## src/rtl/rr_mux_arbiter.sv

```systemverilog
// N-channel registered selector with fixed-select or round-robin arbitration.
// Output register uses a valid/ready handshake; one word per cycle sustained.
module rr_mux_arbiter #(
  parameter  int WIDTH    = 8,
  parameter  int CHANNELS = 4,
  localparam int SEL_W    = $clog2(CHANNELS)
) (
  input  logic                      clk,
  input  logic                      rst_n,
  input  logic                      mode,
  input  logic [SEL_W-1:0]          sel,
  input  logic [CHANNELS-1:0]       in_valid,
  input  logic [CHANNELS*WIDTH-1:0] in_data,
  output logic [CHANNELS-1:0]       in_ready,
  output logic                      out_valid,
  output logic [WIDTH-1:0]          out_data,
  output logic [SEL_W-1:0]          out_ch,
  input  logic                      out_ready
);

  localparam int KW = SEL_W + 1;
  localparam logic [SEL_W:0]   NCH  = KW'(CHANNELS);
  localparam logic [SEL_W-1:0] LAST = SEL_W'(CHANNELS - 1);

  logic [SEL_W-1:0] ptr_q;
  logic             gnt_vld;
  logic [SEL_W-1:0] gnt_idx;
  logic [SEL_W:0]   idx;
  logic             sel_ok;
  logic             load_en;
  logic             xfer;
  logic [WIDTH-1:0] gnt_data;
  logic [SEL_W-1:0] ptr_nxt;

  assign load_en = !out_valid || out_ready;
  assign xfer    = load_en && gnt_vld;
  assign ptr_nxt = (gnt_idx == LAST) ? '0 : gnt_idx + 1'b1;

  // Rotating search starts at ptr; index kept one bit wider to wrap mod N.
  always_comb begin
    gnt_vld = 1'b0;
    gnt_idx = '0;
    idx     = '0;
    sel_ok  = ({1'b0, sel} < NCH);
    if (!mode) begin
      if (sel_ok && in_valid[sel]) begin
        gnt_vld = 1'b1;
        gnt_idx = sel;
      end
    end else begin
      for (int k = 0; k < CHANNELS; k++) begin
        idx = {1'b0, ptr_q} + KW'(k);
        if (idx >= NCH)
          idx = idx - NCH;
        if (!gnt_vld && in_valid[idx[SEL_W-1:0]]) begin
          gnt_vld = 1'b1;
          gnt_idx = idx[SEL_W-1:0];
        end
      end
    end
  end

  always_comb begin
    in_ready = '0;
    if (xfer)
      in_ready[gnt_idx] = 1'b1;
  end

  always_comb begin
    gnt_data = '0;
    for (int i = 0; i < CHANNELS; i++)
      if (gnt_idx == SEL_W'(i))
        gnt_data = in_data[i*WIDTH +: WIDTH];
  end

  always_ff @(posedge clk or negedge rst_n) begin
    if (!rst_n) begin
      out_valid <= 1'b0;
      out_data  <= '0;
      out_ch    <= '0;
      ptr_q     <= '0;
    end else if (xfer) begin
      out_valid <= 1'b1;
      out_data  <= gnt_data;
      out_ch    <= gnt_idx;
      if (mode)
        ptr_q <= ptr_nxt;
    end else if (out_ready) begin
      out_valid <= 1'b0;
    end
  end

endmodule
```

## config.mk

```make
export PLATFORM = sky130hd
export DESIGN_NAME = rr_mux_arbiter
export DESIGN_NICKNAME = d
export VERILOG_FILES = /design/src/rtl/rr_mux_arbiter.sv
export SDC_FILE = /design/constraint.sdc
export NUM_CORES = 1
export LEC_CHECK = 0
export CAP_MARGIN = 15
export CORE_UTILIZATION = 25
export DETAILED_ROUTE_END_ITERATION = 12
export GPL_TIMING_DRIVEN = 0
export MAX_ROUTING_LAYER = met4
export PLACE_DENSITY = 0.58
export SLEW_MARGIN = 25
export SYNTH_ARGS = -nofsm -noshare
export SYNTH_HDL_FRONTEND = slang
export SYNTH_SLANG_ARGS = --single-unit
```

## constraint.sdc

```tcl
create_clock -name clk -period 4.3 [get_ports clk]
set_input_delay 0.645 -clock clk [delete_from_list [all_inputs] [get_ports clk]]
set_output_delay 0.645 -clock clk [all_outputs]
set_load 0.03 [all_outputs]
```

# ---- After elaboration in Yosys (flattened, before gate mapping)
# Cells that the tools add are included.
# Widths: inputs -> output; s select.
dict set report word_totals {
  reg_bits 13
  wordCells 82
}
dict set report op_classes {
  n_addsub 8
  magnitude_cmp 11
  eq_ne 3
  mux 43
  reduce_logical 13
}
# cell n
set op_table {}
lappend op_table {{$mux 8} 4}
lappend op_table {{$mux 2} 15}
lappend op_table {{$lt 2x3->1 const B} 6}
lappend op_table {{$mux 1} 17}
lappend op_table {{$bmux 1 s2} 5}
lappend op_table {{$ge 3x3->1 const B} 3}
lappend op_table {{$sub 2x1->2 const B} 4}
lappend op_table {{$add 2x2->3 const B} 2}
lappend op_table {{$logic_and 1x1->1} 5}
lappend op_table {{$eq 2x2->1 const B} 2}
lappend op_table {{$logic_not 1->1} 4}
lappend op_table {{$mux 4} 1}
lappend op_table {{$add 2x1->3 const B} 1}
lappend op_table {{$ge 2x3->1 const B} 1}
lappend op_table {{$add 2x1->2 const B} 1}
lappend op_table {{$demux 1 s2} 1}
lappend op_table {{$eq 2x1->1 const B} 1}
lappend op_table {{$ge 2x1->1 const B} 1}
lappend op_table {{$logic_not 2->1} 1}
lappend op_table {{$reduce_and 2->1} 1}
lappend op_table {{$reduce_bool 2->1} 1}
lappend op_table {{$logic_or 1x1->1} 1}

# ---- Depth between registers and ports, before layout
dict set report logic_depth {
  word_depth 24
  depth_mapped 10
  mapped_depth_nobuf 9
}

# ---- Least setup slack after synthesis
# OpenSTA, ideal clock, no wires.
dict set report synth_path {
  path_type {input port to output port}
  start {input in_valid[1]}
  end {output in_ready[3]}
  arrival_time_ps 2334
  slack_ps 1321
  path_stages 7
  path_buffers 2
  path_cell_list {a21bo_2 a221oi_1 a22o_1 ha_1 clkbuf_1 clkbuf_1 and2_2}
}
dict set report synth_via {
  elab_chain_len 21
  elab_cells_between_ends 38
}
# element line_no
set synth_lines {}
lappend synth_lines {{start, declared} 12} ;# input logic [CHANNELS-1:0] in_valid,
lappend synth_lines {{$bmux 1 s2} 55} ;# if (!gnt_vld && in_valid[idx[SEL_W-1:0]]) begin
lappend synth_lines {{$mux 1 (implied by the code)} 55}
lappend synth_lines {{$mux 1} 55}
lappend synth_lines {{$mux 1} 45} ;# if (!mode) begin
lappend synth_lines {{$logic_not 1->1} 55}
lappend synth_lines {{$logic_and 1x1->1} 55}
lappend synth_lines {{$mux 1} 55}
lappend synth_lines {{$mux 1} 45}
lappend synth_lines {{[... 6 more ...]} n/a}
lappend synth_lines {{$mux 2} 55}
lappend synth_lines {{$mux 2 (*)} 45}
lappend synth_lines {{net gnt_idx[0]} 27} ;# logic [SEL_W-1:0] gnt_idx;
lappend synth_lines {{$lt 2x3->1 (implied by the code) or $ge 2x1->1 (tied branches)} 66} ;# in_ready[gnt_idx] = 1'b1;
lappend synth_lines {{$logic_and 1x1->1 (implied by the code)} 66}
lappend synth_lines {{$mux 1 (implied by the code)} 66}
lappend synth_lines {{$demux 1 s2 (*)} 66}
lappend synth_lines {{$mux 4 (*)} 65} ;# if (xfer)
lappend synth_lines {{end, declared} 14} ;# output logic [CHANNELS-1:0] in_ready,
# The timed path passes the listed nets; every way through them passes the cells marked *. The select of a mux whose other input is x is not followed.

# ---- Worst setup path in the final report
dict set report layout_path {
  start {input sel[0]}
  end {output in_ready[2]}
}
dict set report layout_via {
  elab_chain_len 9
  elab_cells_between_ends 13
}
# element line_no
set layout_lines {}
lappend layout_lines {{start, declared} 11} ;# input logic [SEL_W-1:0] sel,
lappend layout_lines {{$bmux 1 s2} 46} ;# if (sel_ok && in_valid[sel]) begin
lappend layout_lines {{$mux 1 (implied by the code)} 46}
lappend layout_lines {{$mux 2 (*)} 46}
lappend layout_lines {{$mux 2 (*)} 45}
lappend layout_lines {{net gnt_idx[0]} 27}
lappend layout_lines {{$lt 2x3->1 (implied by the code) or $ge 2x1->1 (tied branches)} 66}
lappend layout_lines {{$logic_and 1x1->1 (implied by the code)} 66}
lappend layout_lines {{$mux 1 (implied by the code)} 66}
lappend layout_lines {{$demux 1 s2 (*)} 66}
lappend layout_lines {{$mux 4 (*)} 65}
# Marks and branches as above.

==> results.yml <==
outcome:
  status: "finished clean"
setup_path:
  worstPathCellList: "clkdlybuf4s50_1, mux4_2, a22o_1, inv_1, ha_2, buf_2, and2_2, clkdlybuf4s50_1"
  reg2reg_slack_ps: 1660
  cp_slowest_cell: "clkdlybuf4s50_1"
  rr_endpoint: "out_data[6]"
  max_stage_delay_ps: 660
  worst-path-stages: 8
  cp-end-kind: "output pin"
  cp_data_arrival_time_ps: 3470
  cp_top_family: "buffers and inverters"
  start_kind: "primary input"
  critical_path_required_ps: 3650
  r2r_start: "ptr_q[1]"
  crit_path_frequent_cell: "clkdlybuf4s50_1"
  crit_buf_inv: 4
  crit_fanout: 10
  worstSetupPathType: "primary input to output pin"
  r2r_cells: 9
detailed_routing:
  drtIter0Drc: 49
  wl_um: 2990
  wl_per_cell_um: 13.7
  drt_first_pass_iters: 4
  num_vias: 1043
  via_per_inst: 4.78
  drc: 0
  ant_nets: 0
clock_network:
  clockRootBuffer: "clkbuf_8"
  clk_path_buf_depth: 2
  clkSinkCount: 13
  worstSkewPairLatency_ps: 240
  clk_pin_slew_worst_paths_ps: 60
  cts_hold_buf: 0
  cts_setup_buffers: 0
  cts_resized: 3
  cts_inserted_buffers: 3
  htree_levels: 1
  cts_tree: "done"
timing:
  setup_violations: 0
  min_period_ps: 4120
  final-hold-violation-count: 0
  setup-tns-final_ps: 0
  tightest_slew_ps: 657
  worst_slack_ps: 182
  drv_slew: 0
  fin_skew_ps: 1.58
  min_period_over_period_pct: 95.8
  rsz0062_at_grt: "no"
  max_freq_mhz: 243
  slew_headroom_pct: 56.0
logic_synthesis:
  ys_seq_elements: 13
  async_flop_share_pct: 100
  synth_cells: 109
  yosysUniqueCellTypes: 32
  yosys.area.top_type_share_pct: 30.8
  synth_edf_count: 0
  synth-main-ff-cell: "dfrtp_1"
  ys_warn_count: 0
  avgSynthCellArea_um2: 9.70
  syn-num-nets: 155
  synth_sequential_area_ratio_pct: 30.8
  synth_area_mm2: 0.00106
  yosysTopAreaCell: "dfrtp_1"
  synth_area_leaders: "dfrtp_1 31%, mux2_4 8.5%, a221oi_1 6.6%"
placement:
  numPortBuffers: 55
  place_hpwl_um: 2320
  place_congestion: 0.828
  place_ws_ps: -197
min_path:
  min_path_type: "register to register"
  hold_depth: 1
  worstHoldStart: "out_ch[0]"
  hold_end: "out_ch[0]"
die:
  die_y_um: 67.0
  die_w_um: 67.0
  core_area_mm2: 0.00403
  initial_utilization_pct: 26.2
  pin_count: 57
  rows: 23
  die_area_mm2: 0.00449
final_layout:
  fin_nets: 215
  fillCellCount: 398
  fin_util_pct: 42.8
  seqCellArea_um2: 325
  syn_to_final_growth_pct: 63.2
  diodes: 0
  multi_input_area_um2: 684
  drive_gt1_share_pct: 17.9
grt:
  grt_usage_pct: 14.0
  antenna_found_initial: 0
  grt_first_pass_wirelength_um: 4660
  grt.overflow.total: 0
  grt_pass1_vias: 1003
  grt_start_max_net_pins: 14
power:
  p_leak_nw: 0.729
  ir_worst_vdd_uv: 226
  cellPowerDensity_mw_per_mm2: 462
  power_mw: 0.796
run:
  drv_cap: 0
[logic make-up after synthesis]
| logic type | count (synthesis) | synth area share, % |
|---|---|---|
| muxes | 15 | 20.0 |
| buffers and inverters | 11 | 4.73 |
| adders and majority gates | 4 | 4.73 |
| AOI/OAI and AO/OA | 32 | 21.8 |
| DFF | 13 | 30.8 |
| and+or+nand+nor | 34 | 18.0 |
[per-layer routing]
layer / GRT usage, % / part of all wire, % / up-vias
met4: 0.798 / 0 / 0
met5: - / 0 / -
met2: 24.0 / 47 / 36
met1: 17.3 / 46 / 485
li1: - / - / 522
met3: 3.42 / 7.1 / 0
[per-stage QoR]
| step | cell area (um^2) | cells | hold slack [ps] |
|---|---|---|---|
| after detailed placement | 1670 | 214 | 499 |
| final | 1730 | 218 | 511 |
| after floorplan | 1060 | 109 | 349 |
| after global placement | 1670 | 214 | 493 |
| after CTS | 1720 | 218 | 516 |
| after global routing | 1730 | 218 | 537 |
[layout by cell type, fill, tap and decap left out, types with 3 or more instances in the layout]
cell type / instances
dfrtp_1: 13
o21ai_0: 4
mux2_2: 5
clkbuf_8: 3
inv_1: 5
clkbuf_2: 3
o31ai_1: 7
nor2b_1: 9
a221oi_1: 8
a21oi_1: 7
ha_1: 3
mux2_4: 6
and2_2: 4
nand2_1: 12
clkdlybuf4s50_1: 54
[cell type report]
type | count | share of cell area, %
inverter | 5 | 1.09
multi-input combinational | 85 | 39.7
sequential | 13 | 18.9
clock buffer | 4 | 2.61
buffer | 6 | 2.10
tap | 50 | 3.63
timing repair buffer | 55 | 32.1
[registers in the layout (all words and copies together), names as in the netlist]
name / cells
out_ch: 2
out_data: 8
out_valid: 1
ptr_q: 2
[Yosys cell counts (2+ instances only)]
master / count
a21oi_1: 7
a221oi_1: 8
a22o_1: 2
and2_2: 4
clkbuf_1: 4
dfrtp_1: 13
ha_1: 4
inv_1: 5
mux2_2: 5
mux2_4: 6
mux2i_1: 2
nand2_1: 12
nor2b_1: 9
o21ai_0: 4
o31ai_1: 7
[report_power, final]
part | total (mW) | internal, mW | switching (mW) | leakage [nW]
Combinational | 0.472 | 0.241 | 0.231 | 0.549
Sequential | 0.213 | 0.175 | 0.0376 | 0.157
Clock | 0.112 | 0.0655 | 0.0461 | 0.0228
Total | 0.796 | 0.482 | 0.314 | 0.729
[worst max path at each step]
stage	start	end	slack (ps)
global placement	in_valid[1]	in_ready[3]	-180
floorplan	in_valid[1]	in_ready[3]	1320
finish	sel[0]	in_ready[2]	180
CTS	sel[0]	in_ready[2]	60
global route	sel[0]	in_ready[2]	30
detailed placement	in_valid[1]	in_ready[3]	-200
Note: power is estimated with default switching activity, not from simulation.
